===== config.mk =====
export PLATFORM = sky130hd
export DESIGN_NAME = fx3_out_path_writer
export DESIGN_NICKNAME = d
export VERILOG_FILES = /design/src/rtl/fx3_out_path_writer.sv
export SDC_FILE = /design/constraint.sdc
export NUM_CORES = 1
export LEC_CHECK = 0
export BUFFER_PORTS_ARGS = -buffer_cell sky130_fd_sc_hd__buf_2
export CAP_MARGIN = 30
export CORE_MARGIN = 1
export CORE_UTILIZATION = 46
export CTS_BUF_LIST = sky130_fd_sc_hd__clkbuf_2
export DETAILED_ROUTE_END_ITERATION = 10
export GPL_TIMING_DRIVEN = 0
export PLACE_DENSITY_LB_ADDON = 0.1
export SYNTH_ARGS = -nofsm -noshare
export SYNTH_HDL_FRONTEND = slang
export SYNTH_SLANG_ARGS = --single-unit
export TNS_END_PERCENT = 20

===== constraint.sdc =====
create_clock -name clk -period 2.8 [get_ports clk]
set_input_delay 0.14 -clock clk [delete_from_list [all_inputs] [get_ports clk]]
set_output_delay 0.14 -clock clk [all_outputs]
set_load 0.03 [all_outputs]

===== src/rtl/fx3_out_path_writer.sv =====
// FX3 slave-FIFO transmit path: drains one PPFIFO chunk into FX3 DMA buffers, one word per clock.
// Define FX3_OUT_ZLP_EN to close buffer-aligned and empty chunks with a zero-length packet.
`default_nettype none

module fx3_out_path_writer #(
  parameter int DATA_WIDTH    = 32,
  parameter int DMA_BUF_WORDS = 512
) (
  input  logic                  clk,
  input  logic                  rst,
  output logic                  o_ready,
  input  logic                  i_enable,
  output logic                  o_busy,
  output logic                  o_finished,
  input  logic                  i_dma_buf_ready,
  output logic                  o_dma_buf_finished,
  input  logic                  i_read_ready,
  output logic                  o_read_activate,
  input  logic [23:0]           i_read_size,
  output logic                  o_read_stb,
  input  logic [DATA_WIDTH-1:0] i_read_data,
  output logic [DATA_WIDTH-1:0] o_fx3_data,
  output logic                  o_fx3_oe,
  output logic                  o_fx3_wr_n,
  output logic                  o_fx3_pkt_end_n
);

  localparam int BCW = $clog2(DMA_BUF_WORDS) + 1;
  localparam logic [BCW-1:0] BUF_FULL = BCW'(DMA_BUF_WORDS);

  typedef enum logic [2:0] {
    IDLE, CLAIM, WAIT_BUF, WRITE, BUF_DONE, DONE
  } state_t;

  state_t                state_q;
  logic [23:0]           total_q, sent_q, sent_d;
  logic [BCW-1:0]        buf_cnt_q, buf_cnt_d;
  logic                  ready_q, busy_q, finished_q, buf_fin_q, activate_q;
  logic [DATA_WIDTH-1:0] data_q;
  logic                  oe_q, wr_n_q, pkt_end_n_q;
  logic                  last_word, buf_full, zlp_pending;

`ifdef FX3_OUT_ZLP_EN
  logic zlp_q;
  assign zlp_pending = zlp_q;
`else
  assign zlp_pending = 1'b0;
`endif

  always_comb begin
    sent_d    = sent_q + 24'd1;
    buf_cnt_d = buf_cnt_q + 1'b1;
  end

  assign last_word = (sent_d == total_q);
  assign buf_full  = (buf_cnt_d == BUF_FULL);

  // The FIFO is first-word-fall-through, so popping is a pure decode of WRITE.
  assign o_read_stb = (state_q == WRITE);

  always_ff @(posedge clk) begin
    if (rst) begin
      state_q     <= IDLE;
      total_q     <= '0;
      sent_q      <= '0;
      buf_cnt_q   <= '0;
      ready_q     <= 1'b0;
      busy_q      <= 1'b0;
      finished_q  <= 1'b0;
      buf_fin_q   <= 1'b0;
      activate_q  <= 1'b0;
      data_q      <= '0;
      oe_q        <= 1'b0;
      wr_n_q      <= 1'b1;
      pkt_end_n_q <= 1'b1;
`ifdef FX3_OUT_ZLP_EN
      zlp_q       <= 1'b0;
`endif
    end else if (!i_enable && state_q != IDLE && state_q != DONE) begin
      // Grant withdrawn mid-transfer: release everything, the PPFIFO drops the rest.
      state_q     <= IDLE;
      ready_q     <= 1'b0;
      busy_q      <= 1'b0;
      buf_fin_q   <= 1'b0;
      activate_q  <= 1'b0;
      oe_q        <= 1'b0;
      wr_n_q      <= 1'b1;
      pkt_end_n_q <= 1'b1;
`ifdef FX3_OUT_ZLP_EN
      zlp_q       <= 1'b0;
`endif
    end else begin
      if (buf_fin_q && !i_dma_buf_ready) begin
        buf_fin_q <= 1'b0;
      end
      case (state_q)
        IDLE: begin
          ready_q <= i_read_ready;
          if (i_enable && i_read_ready) begin
            ready_q    <= 1'b0;
            activate_q <= 1'b1;
            busy_q     <= 1'b1;
            total_q    <= i_read_size;
            sent_q     <= '0;
            state_q    <= CLAIM;
`ifdef FX3_OUT_ZLP_EN
            zlp_q      <= 1'b0;
`endif
          end
        end
        CLAIM: begin
          if (total_q == '0) begin
`ifdef FX3_OUT_ZLP_EN
            zlp_q      <= 1'b1;
            state_q    <= WAIT_BUF;
`else
            activate_q <= 1'b0;
            busy_q     <= 1'b0;
            finished_q <= 1'b1;
            state_q    <= DONE;
`endif
          end else begin
            state_q <= WAIT_BUF;
          end
        end
        WAIT_BUF: begin
          if (i_dma_buf_ready && !buf_fin_q) begin
            buf_cnt_q <= '0;
            oe_q      <= 1'b1;
            state_q   <= WRITE;
`ifdef FX3_OUT_ZLP_EN
            if (zlp_q) begin
              zlp_q       <= 1'b0;
              oe_q        <= 1'b0;
              pkt_end_n_q <= 1'b0;
              state_q     <= BUF_DONE;
            end
`endif
          end
        end
        WRITE: begin
          data_q    <= i_read_data;
          wr_n_q    <= 1'b0;
          sent_q    <= sent_d;
          buf_cnt_q <= buf_cnt_d;
          // A full buffer commits on its own; only a short final buffer needs packet end.
          if (last_word) begin
            state_q <= BUF_DONE;
            if (!buf_full) begin
              pkt_end_n_q <= 1'b0;
            end
`ifdef FX3_OUT_ZLP_EN
            if (buf_full) begin
              zlp_q <= 1'b1;
            end
`endif
          end else if (buf_full) begin
            state_q <= BUF_DONE;
          end
        end
        BUF_DONE: begin
          wr_n_q      <= 1'b1;
          oe_q        <= 1'b0;
          pkt_end_n_q <= 1'b1;
          buf_fin_q   <= 1'b1;
          if (sent_q < total_q || zlp_pending) begin
            state_q <= WAIT_BUF;
          end else begin
            activate_q <= 1'b0;
            busy_q     <= 1'b0;
            finished_q <= 1'b1;
            state_q    <= DONE;
          end
        end
        DONE: begin
          if (!i_enable) begin
            finished_q <= 1'b0;
            state_q    <= IDLE;
          end
        end
        default: state_q <= IDLE;
      endcase
    end
  end

  assign o_ready            = ready_q;
  assign o_busy             = busy_q;
  assign o_finished         = finished_q;
  assign o_dma_buf_finished = buf_fin_q;
  assign o_read_activate    = activate_q;
  assign o_fx3_data         = data_q;
  assign o_fx3_oe           = oe_q;
  assign o_fx3_wr_n         = wr_n_q;
  assign o_fx3_pkt_end_n    = pkt_end_n_q;

endmodule

`default_nettype wire


==> summary.md <==
| Metric | Value |
|---|---|
| Maximum vdd ir drop | `0.312 mV` |
| DP Area | `6290 um2` |
| Yosys warns | `0` |
| Worst-Skew Late Latency | `0.65 ns` |
| Nets | `1019` |
| Area occupied by multi-input gates | `3400 um2` |
| Combinational Power Share | `0.332` |
| Register area | `2030 um2` |
| First-pass iteration count of the detailed router | `10` |
| R2r setup slk | `0.001 ns` |
| Crit path kind | `flop to flop` |
| Total power | `3.43 mW` |
| DIE WIDTH | `112 um` |
| Pre-CTS setup slack | `-0.625 ns` |
| Post-Syn Instances | `750` |
| Worst path arrival time | `3.37 ns` |
| Final worst slack | `0.00107 ns` |
| Mapped Avg Cell Area | `7.47 um2` |
| Reg clk slew, reported paths | `0.32 ns` |
| Top_reg_cell synth | `dfxtp_1` |
| Switch Pwr | `1.32 mW` |
| Clock power frac | `0.203` |
| Layout Utilization | `0.623` |
| Global-route wire length before repair | `28000 um` |
| Placeable Area | `11700 um2` |
| # port buffers | `100` |
| CTS Sinks | `100` |
| Clk_skew | `0.0399 ns` |
| Ant. Diodes | `0` |
| Cell Rows | `39` |
| Detail Placement HPWL | `12400 um` |
| Die Ht | `112 um` |
| # fillers | `1055` |
| Worst-path maximum fanout | `4` |
| Starting Density | `0.480` |
| Worst EP required | `3.37 ns` |
| Clk root buf | `clkbuf_2` |
| Die area | `12600 um2` |
| Largest net degree at the start of global routing | `19` |
| Final Hold Fails | `0` |
| Min-Delay Path Class | `primary input to flop` |
| Post-synthesis sequential area ratio | `0.357` |
| Via density | `5.53` |
| Most frequent cells in the layout | `nand2_1, buf_2, a21oi_1, dfxtp_1, dlygate4sd3_1` |
| Clock buffer count from CTS | `9` |
| RSZ-0062 raised after global routing | `yes` |
| Layout Area Growth over Synthesis | `29.6%` |
| Initial antenna violation count | `0` |
| CTS H-tree depth | `3` |
| Layout cells sized above 1 | `0.199` |
| Final Critical Period | `2.80 ns` |
| Outcome | `finished with violations` |
| Most common cell after layout, fill and taps aside | `nand2_1` |
| Routed WL | `17500 um` |
| Power Dens Cells | `472 nW/um2` |
| Internal power | `2.11 mW` |
| FF+latch count, synth | `100` |
| Vias in the first global route | `5649` |
| Worst Setup End Kind | `flop` |
| GP Congestion | `0.912` |
| Gr usage total | `0.284` |
| Post-synth EDFFs | `0` |
| Max-cap violation count | `0` |
| Initial drt markers | `405` |
| Crit start category | `flop` |
| Max Clk Rate | `357 MHz` |
| Leak pwr | `2.92 nW` |
| Final Cycle Share | `1.00` |
| DR WL/cell | `16.2 um` |
| Antenna-violating nets left | `0` |
| GRT overflow | `0` |
| Seq pwr share | `0.465` |
| CTS tree | `yes` |
| Synth cell types | `60` |
| Max Slew Vio Count | `0` |
| Asr flop ratio synth | `0` |
| Rel. slew slack | `0.513` |
| Failing checks | `DRC` |
| DRC | `4` |
| Setup violations, final | `0` |
| Switching Share | `0.386` |
| Worst Tran Pin Value | `0.730 ns` |
| Vias post-DR | `5968` |
| Syn Nets | `837` |
| Post-Syn Area | `5600 um2` |
| Clock Path Buffers | `2` |
| Post-route cell area | `7260 um2` |
| Io pins | `102` |
==> state kept, by name, summed over array words and instances, names as in the netlist <==
name                flops
o_fx3_data             32
sent_q                 24
total_q                24
buf_cnt_q              10
state_q                 3
o_dma_buf_finished      1
o_finished              1
o_fx3_oe                1
o_fx3_pkt_end_n         1
o_fx3_wr_n              1
o_read_activate         1
o_ready                 1
==> layout make-up <==
class | instances | share of cell area
sequential | 100 | 0.280
timing repair buffer | 172 | 0.164
clock buffer | 10 | 0.00689
buffer | 52 | 0.0336
clock inverter | 6 | 0.00741
inverter | 30 | 0.0155
multi-input combinational | 567 | 0.468
tap | 143 | 0.0246
==> stage by stage <==
stage               TNS (ns)  std cells  hold WS [ns]
global route          -0.217       1080         0.149
floorplan                  0        750         0.276
global placement       -2.61        993         0.379
detailed placement     -2.49        994         0.386
finish                     0       1080         0.220
CTS                  -0.0100       1073         0.173
==> power by group through the flow <==
stage	Clock [mW]	Sequential (mW)	Combinational, mW
6_report	0.697	1.59	1.14
4_1_cts	0.719	1.59	1.10
2_1_floorplan	0	1.64	0.618
3_3_place_gp	0	1.62	0.933
5_1_grt	0.777	1.61	1.25
3_5_place_dp	0	1.62	0.955
==> worst paths after layout <==
check | start | end | cells past startpoint
min | i_read_data[27] | o_fx3_data[27] | 4
max reg2reg | total_q[22] | o_finished | 9
min reg2reg | o_fx3_data[12] | o_fx3_data[12] | 2
max | total_q[22] | o_finished | 9
==> metal layers <==
layer / up-vias / routed length, um / global-route usage
li1: 2971 / - / -
met1: 2754 / 7820 / 0.364
met2: 217 / 8240 / 0.466
met3: 26 / 1120 / 0.0643
met4: 0 / 359 / 0.107
met5: - / 0 / 0
==> Yosys cell counts, types with 2 or more instances <==
| library cell | count | area, um2 |
|---|---|---|
| mux2i_1 | 2 | 20.0 |
| a31oi_1 | 5 | 31.3 |
| nand3_1 | 12 | 60.1 |
| o221ai_1 | 2 | 17.5 |
| nand4b_1 | 3 | 26.3 |
| and3_1 | 8 | 50.1 |
| o211ai_1 | 3 | 22.5 |
| o21bai_1 | 3 | 22.5 |
| a21oi_1 | 98 | 490 |
| dfxtp_1 | 100 | 2000 |
| nand3b_1 | 4 | 30.0 |
| nand2_1 | 159 | 597 |
| a41oi_1 | 2 | 17.5 |
| or3_1 | 6 | 37.5 |
| nor2_1 | 48 | 180 |
| or4_1 | 2 | 15.0 |
| nand2b_1 | 5 | 31.3 |
| xor2_1 | 15 | 131 |
| a311oi_1 | 10 | 87.6 |
| a22oi_1 | 5 | 37.5 |
| xnor2_1 | 18 | 158 |
| o22ai_1 | 2 | 12.5 |
| nor4_1 | 14 | 87.6 |
| and4_1 | 6 | 52.6 |
| nor3_1 | 16 | 80.1 |
| ha_1 | 26 | 325 |
| o211a_1 | 2 | 20.0 |
| buf_2 | 7 | 35.0 |
| buf_4 | 5 | 37.5 |
| and2_1 | 5 | 31.3 |
| nor3b_1 | 3 | 22.5 |
| or2_2 | 3 | 18.8 |
| o21ai_0 | 39 | 195 |
| clkbuf_1 | 39 | 146 |
| inv_1 | 30 | 113 |
| nand4_1 | 8 | 50.1 |
| nor2b_1 | 9 | 56.3 |
| a211oi_1 | 4 | 30.0 |
==> critical path, cell delays in order (launching register included) <==
cell and delay (ns):
dfxtp_4 0.44, inv_2 0.05, ha_1 0.29, nand4_1 0.26
nor4_4 0.47, o211ai_1 0.21, o31ai_4 0.32, o221ai_2 0.21
o21ba_2 0.24, a311oi_1 0.22
==> logic make-up (layout without fill, tap and decap cells) <==
group           after synthesis  count (layout)  share of synthesized area
simple gates                317             317                      0.268
compound gates              187             187                      0.195
flops                       100             100                      0.357
buf+inv                      83             270                     0.0621
xor+xnor                     33              33                     0.0516
fa+ha+maj                    27              27                     0.0599
mux                           3               3                    0.00558
==> timing repair <==
action,CTS,global route
endpoints found under the setup margin,9,45
setup buffers,2,8
hold buffers,61,0
gates resized for setup,20,37
pin swaps,3,13
hold endpoints to repair,63,0
No activity file was read; power rests on OpenSTA's default activity.
